[config.mk]
export PLATFORM = sky130hd
export DESIGN_NAME = keypad_encoder
export DESIGN_NICKNAME = d
export VERILOG_FILES = /design/src/rtl/keypad_encoder_pkg.sv /design/src/rtl/keypad_encoder_debounce.sv /design/src/rtl/keypad_encoder.sv
export SDC_FILE = /design/constraint.sdc
export NUM_CORES = 1
export LEC_CHECK = 0
export CORE_ASPECT_RATIO = 1.4
export CORE_UTILIZATION = 60
export CTS_CLUSTER_SIZE = 30
export DETAILED_ROUTE_END_ITERATION = 8
export PLACE_DENSITY = 0.83
export SYNTH_ARGS = -nofsm -noshare
export SYNTH_HDL_FRONTEND = slang
export SYNTH_SLANG_ARGS = --single-unit
[constraint.sdc]
create_clock -name clk -period 5.8 [get_ports clk]
set_clock_uncertainty 0.05 [all_clocks]
set_input_delay 1.16 -clock clk [delete_from_list [all_inputs] [get_ports clk]]
set_output_delay 1.16 -clock clk [all_outputs]
set_load 0.01 [all_outputs]
[src/rtl/keypad_encoder_pkg.sv]
// keypad_encoder_pkg: shared key codes, FSM states and scan classifier
package keypad_encoder_pkg;
  localparam logic [3:0] KEY_DIGIT_MAX = 4'd9;
  localparam logic [3:0] KEY_OPT_BASE = 4'd10;
  typedef enum logic [1:0] {IDLE, CONFIRM, HELD} state_t;
  typedef enum logic [1:0] {RES_NONE, RES_SINGLE, RES_MULTI} res_t;
  typedef struct packed {
    res_t res;
    logic [3:0] code;
  } scan_t;
  function automatic scan_t classify(input logic [15:0] keys);
    scan_t s;
    s.res = RES_NONE;
    s.code = '0;
    for (int i = 0; i < 16; i++)
      if (keys[i]) begin
        s.res = (s.res == RES_NONE) ? RES_SINGLE : RES_MULTI;
        s.code = 4'(i);
      end
    return s;
  endfunction
endpackage

[src/rtl/keypad_encoder_debounce.sv]
// key_debounce: 2-flop synchroniser plus stable-count filter advanced on en
module key_debounce #(
  parameter int COUNT = 8
) (
  input  logic clk,
  input  logic rst,
  input  logic en,
  input  logic din,
  output logic dout
);
  localparam int CW = $clog2(COUNT + 1);
  logic s1_q, s2_q, out_q, out_d;
  logic [CW-1:0] cnt_q, cnt_d;
  always_comb begin
    cnt_d = cnt_q;
    out_d = out_q;
    if (en) begin
      cnt_d = (s2_q != out_q) ? cnt_q + 1'b1 : '0;
      if (cnt_d == CW'(COUNT)) begin
        out_d = ~out_q;
        cnt_d = '0;
      end
    end
  end
  always_ff @(posedge clk or posedge rst)
    if (rst) begin
      s1_q <= 1'b0;
      s2_q <= 1'b0;
      out_q <= 1'b0;
      cnt_q <= '0;
    end else begin
      s1_q <= din;
      s2_q <= s1_q;
      out_q <= out_d;
      cnt_q <= cnt_d;
    end
  assign dout = out_q;
endmodule

[src/rtl/keypad_encoder.sv]
// keypad_encoder: scans a 4x4 active-low matrix, debounces keys and submit, drives key strobes
module keypad_encoder
  import keypad_encoder_pkg::*;
#(
  parameter int SCAN_DIV = 12500,
  parameter int DEBOUNCE_SCANS = 8
) (
  input  logic       clk,
  input  logic       reset,
  input  logic [3:0] row_n,
  input  logic       submit_btn,
  output logic [3:0] col_n,
  output logic [3:0] num,
  output logic       numPressed,
  output logic [2:0] opt,
  output logic       optPressed,
  output logic       submit
);
  localparam int SW = $clog2(SCAN_DIV);
  localparam int DW = $clog2(DEBOUNCE_SCANS + 1);
  logic [3:0] r1_q, r2_q, cand_q, cand_d, num_q, num_d;
  logic [SW-1:0] slot_q, slot_d;
  logic [1:0] col_q, col_d;
  logic [15:0] keys_q, keys_d, keys_now;
  logic [DW-1:0] cnt_q, cnt_d;
  logic [2:0] opt_q, opt_d;
  logic num_pressed_q, num_pressed_d, opt_pressed_q, opt_pressed_d;
  logic term, tick, hit, same;
  state_t state_q, state_d;
  scan_t scan;
  always_comb begin
    term = slot_q == SW'(SCAN_DIV - 1);
    tick = term && col_q == 2'd3;
    slot_d = term ? '0 : slot_q + 1'b1;
    col_d = term ? col_q + 2'd1 : col_q;
    keys_now = keys_q;
    for (int r = 0; r < 4; r++) keys_now[{2'(r), col_q}] = ~r2_q[r];
    keys_d = term ? keys_now : keys_q;
    scan = classify(keys_now);
    hit = scan.res == RES_SINGLE;
    same = hit && scan.code == cand_q;
    state_d = state_q;
    cand_d = cand_q;
    cnt_d = cnt_q;
    num_d = num_q;
    opt_d = opt_q;
    if (tick)
      case (state_q)
        IDLE:
          if (hit) begin
            cand_d = scan.code;
            cnt_d = DW'(1);
            state_d = CONFIRM;
          end
        CONFIRM:
          if (same) begin
            cnt_d = cnt_q + 1'b1;
            if (cnt_d == DW'(DEBOUNCE_SCANS)) begin
              state_d = HELD;
              cnt_d = '0;
              num_d = (cand_q <= KEY_DIGIT_MAX) ? cand_q : num_q;
              opt_d = (cand_q <= KEY_DIGIT_MAX) ? opt_q : 3'(cand_q - KEY_OPT_BASE);
            end
          end else if (hit) begin
            cand_d = scan.code;
            cnt_d = DW'(1);
          end else state_d = IDLE;
        HELD:
          if (same) cnt_d = '0;
          else begin
            cnt_d = cnt_q + 1'b1;
            if (cnt_d == DW'(DEBOUNCE_SCANS)) begin
              state_d = IDLE;
              cnt_d = '0;
            end
          end
        default: state_d = IDLE;
      endcase
    num_pressed_d = state_d == HELD && cand_d <= KEY_DIGIT_MAX;
    opt_pressed_d = state_d == HELD && cand_d > KEY_DIGIT_MAX;
  end
  always_ff @(posedge clk or posedge reset)
    if (reset) begin
      r1_q <= '0;
      r2_q <= '1;
      slot_q <= '0;
      col_q <= '0;
      keys_q <= '0;
      state_q <= IDLE;
      cand_q <= '0;
      cnt_q <= '0;
      num_q <= '0;
      opt_q <= '0;
      num_pressed_q <= 1'b0;
      opt_pressed_q <= 1'b0;
    end else begin
      r1_q <= row_n;
      r2_q <= r1_q;
      slot_q <= slot_d;
      col_q <= col_d;
      keys_q <= keys_d;
      state_q <= state_d;
      cand_q <= cand_d;
      cnt_q <= cnt_d;
      num_q <= num_d;
      opt_q <= opt_d;
      num_pressed_q <= num_pressed_d;
      opt_pressed_q <= opt_pressed_d;
    end
  key_debounce #(.COUNT(DEBOUNCE_SCANS)) u_submit (
    .clk (clk),
    .rst (reset),
    .en  (tick),
    .din (submit_btn),
    .dout(submit)
  );
  assign col_n = ~(4'b0001 << col_q);
  assign num = num_q;
  assign opt = opt_q;
  assign numPressed = num_pressed_q;
  assign optPressed = opt_pressed_q;
endmodule
==> flow_summary.yaml <==
outcome:
  status: "finished clean"
synth:
  yosysWarnings: 0
  synth_top_area_cell: "dfrtp_1"
  avgSynthCellArea_um2: 9.38
  synthXorXnorAreaFrac_pct: 4.69
  synthTopCellsByArea: "dfrtp_1 (40%), ha_1 (4.5%), nand2_1 (3.8%), mux2_2 (3.4%), nand2b_1 (3.0%)"
  syn_area_um2: 3920
  muxShareOfSynthArea_pct: 3.70
  yosysSeqAreaShare_pct: 42.3
  synth_compound_area_share_pct: 20.0
  synth_edf_count: 0
  synthCells: 418
  synth_top_area_share_pct: 39.6
  mappedNetlistNets: 439
  yosys.area_share.simple_pct: 20.9
  synthArstFlopShare_pct: 100
  synth_top_family_by_area: "simple AND/OR/NAND/NOR gates"
  ys.flop_type: "dfrtp_1"
  synth_cell_types: 66
  ys_seq_elements: 66
  synth_fa_ha_area_share_pct: 4.47
sta:
  fmax_mhz: 217
  fin_crit_ns: 4.60
  fin_crit_sh_pct: 79.3
  drv_slew: 0
  setup_viol: 0
  final_hold_viol_count: 0
  setup_tns_ns: 0
  max_slew_margin_pct: 47.0
  worstMarginPinSlew_ns: 0.795
  rsz0062_at_grt: "no"
setup_path:
  path_delay_family: "simple AND/OR/NAND/NOR gates"
  required_ns: 5.98
  crit_type: "reg2reg"
  crit_buf_inv: 2
  worstSetupStartpointType: "flop"
  crit_cells: 14
  reg2regPathDepth: 14
  crit_path_max_fanout: 20
  crit_path_top_delay_cell: "nor4b_2"
  slowest_delay_ns: 0.67
  crit_path_end_kind: "flop"
  cp_cell_sequence: "inv_1 > ha_1 > nor2_1 > a21oi_1 > inv_1 > ha_1 > nor2_1 > nand3_1 > or4_1 > a311o_1 > nor4_1 > nor4b_2 > nand3b_1 > mux2_2"
  critPathArrivalTime_ns: 4.78
place:
  port_buffers: 20
  dp_hpwl_mm: 5.63
  globalplace.congestion: 0.947
die:
  die_h_um: 97.6
  num_io_pins: 21
  die_area_um2: 6860
  start_util_pct: 62.7
  rows: 34
  die_w_um: 70.3
  coreArea_um2: 6250
clock_network:
  post_cts_buffers: 0
  insertion_delay_ns: 0.34
  clkSinkCount: 66
  h-tree-depth: 3
  clockRootBuffer: "clkbuf_8"
  cts.clk_slew.worst_paths_ns: 0.07
  ctsResizeCount: 0
  clock_path_buffers: 2
  cts_made_buffers: 9
  cts_tree: "yes"
  postCtsHoldBufs: 0
pwr:
  p_leak_nw: 1.93
  p_per_area_nw_per_um2: 201
  ir_drop_uv: 161
  switching_power_mw: 0.199
  pwr-share-clk_pct: 41.2
  cell_internal_pwr_mw: 0.670
  seqPwrFrac_pct: 54.1
  swShare_pct: 22.9
  p_total_mw: 0.869
  p_comb_share_pct: 4.7
global_routing:
  grt_pass1_vias: 3044
  grt-ovfl-total: 0
  grt_start_max_net_pins: 67
  grt_pass1_wl_mm: 13.5
  track_usage_pct: 24.5
  antenna_found_initial: 0
routing:
  drcViolationCount: 0
  route.final.wire_length_mm: 7.89
  wl_per_cell_um: 15.5
  via_per_inst: 6.20
  vias: 3163
  drt_iter0_drc: 225
  drt_first_pass_iters: 5
  antenna_left: 0
finish:
  multiInputGateArea_um2: 2110
  nFillCells: 463
  n_antenna_cell: 0
  regArea_um2: 1660
  syn_to_final_growth_pct: 10.6
  drive_gt1_share_pct: 9.59
  fin_nets: 454
min_path:
  hold_depth: 0
  hold_class: "reg2reg"
job:
  max_cap_viol_count: 0
==> routing by layer <==
metal / vias up / global-route usage [%] / wire length, um
met3: 16 / 4.98 / 290
met5: - / 0 / 0
met4: 0 / 10.2 / 147
met2: 85 / 41.9 / 3990
met1: 1511 / 29.7 / 3460
li1: 1551 / - / -
==> kinds of logic after synthesis <==
group / count (synthesis)
adder cells (fa/ha/maj): 14
XOR/XNOR: 21
buffers and inverters: 38
multiplexers: 13
AO/OA/AOI/OAI: 111
flip-flops: 66
AND/OR/NAND/NOR: 155
==> synth_stat cells (9+ instances only) <==
master / instances
a21oi_1: 13
clkbuf_1: 9
dfrtp_1: 62
ha_1: 14
inv_1: 19
mux2_2: 12
nand2_1: 40
nand2b_1: 19
nand3_1: 14
nor2_1: 30
o211ai_1: 10
o21ai_0: 23
xnor2_1: 10
xor2_1: 11
==> path summary, 6_finish.rpt <==
path	slack, ns	end	start
worst min register to register	0.30	r2_q[3]	r1_q[3]
max in group asynchronous	3.85	optPressed	reset
min in group asynchronous	1.30	u_submit.s2_q	reset
worst max-delay path	1.20	opt[0]	col_q[1]
worst min-delay path	0.30	r2_q[3]	r1_q[3]
worst max register to register	1.20	opt[0]	col_q[1]
==> layout make-up <==
cell class | instances | share of cell area (%)
timing repair buffer | 22 | 4.97
clock inverter | 4 | 0.577
inverter | 20 | 1.73
multi-input combinational | 314 | 48.6
sequential | 66 | 38.2
clock buffer | 12 | 3.81
tap | 72 | 2.08
==> power by group through the flow <==
stage	logic [mW]	registers (mW)	clock network (mW)
5_1_grt	0.0460	0.470	0.387
4_1_cts	0.0412	0.470	0.371
6_report	0.0412	0.470	0.358
3_3_place_gp	0.0401	0.478	0
2_1_floorplan	0.0322	0.475	0
3_5_place_dp	0.0411	0.478	0
==> stage by stage <==
stage | hold WS, ns | util [%] | area, um2 | setup slack (ns) | cells
after floorplan | 0.281 | - | 3920 | 1.68 | 418
after global placement | 0.283 | 66.3 | 4140 | 1.53 | 494
after detailed placement | 0.288 | 66.3 | 4140 | 1.27 | 494
after CTS | 0.307 | 69.3 | 4330 | 1.22 | 510
after global routing | 0.312 | 69.3 | 4330 | 0.814 | 510
final | 0.303 | 69.3 | 4330 | 1.20 | 510
==> registers in the layout, summed over array words and instances (netlist names), 2 cells and up <==
name,count
cnt_q,4
r2_q,4
slot_q,14
cand_q,4
r1_q,4
u_submit.cnt_q,4
col_q,2
num,4
opt,3
keys_q,16
state_q,2
==> cell usage in the layout (no fill, tap or decap), types with 8 or more instances in the layout <==
cell type / count
nand2_1: 40
xor2_1: 11
inv_1: 18
nand3_1: 14
clkbuf_8: 12
nand2b_1: 19
xnor2_1: 10
dfrtp_1: 62
mux2_2: 12
o21ai_0: 23
nor3_1: 8
o211ai_1: 10
ha_1: 14
clkdlybuf4s50_1: 20
nor2_1: 30
a21oi_1: 13
No activity file was read; power rests on OpenSTA's default activity.
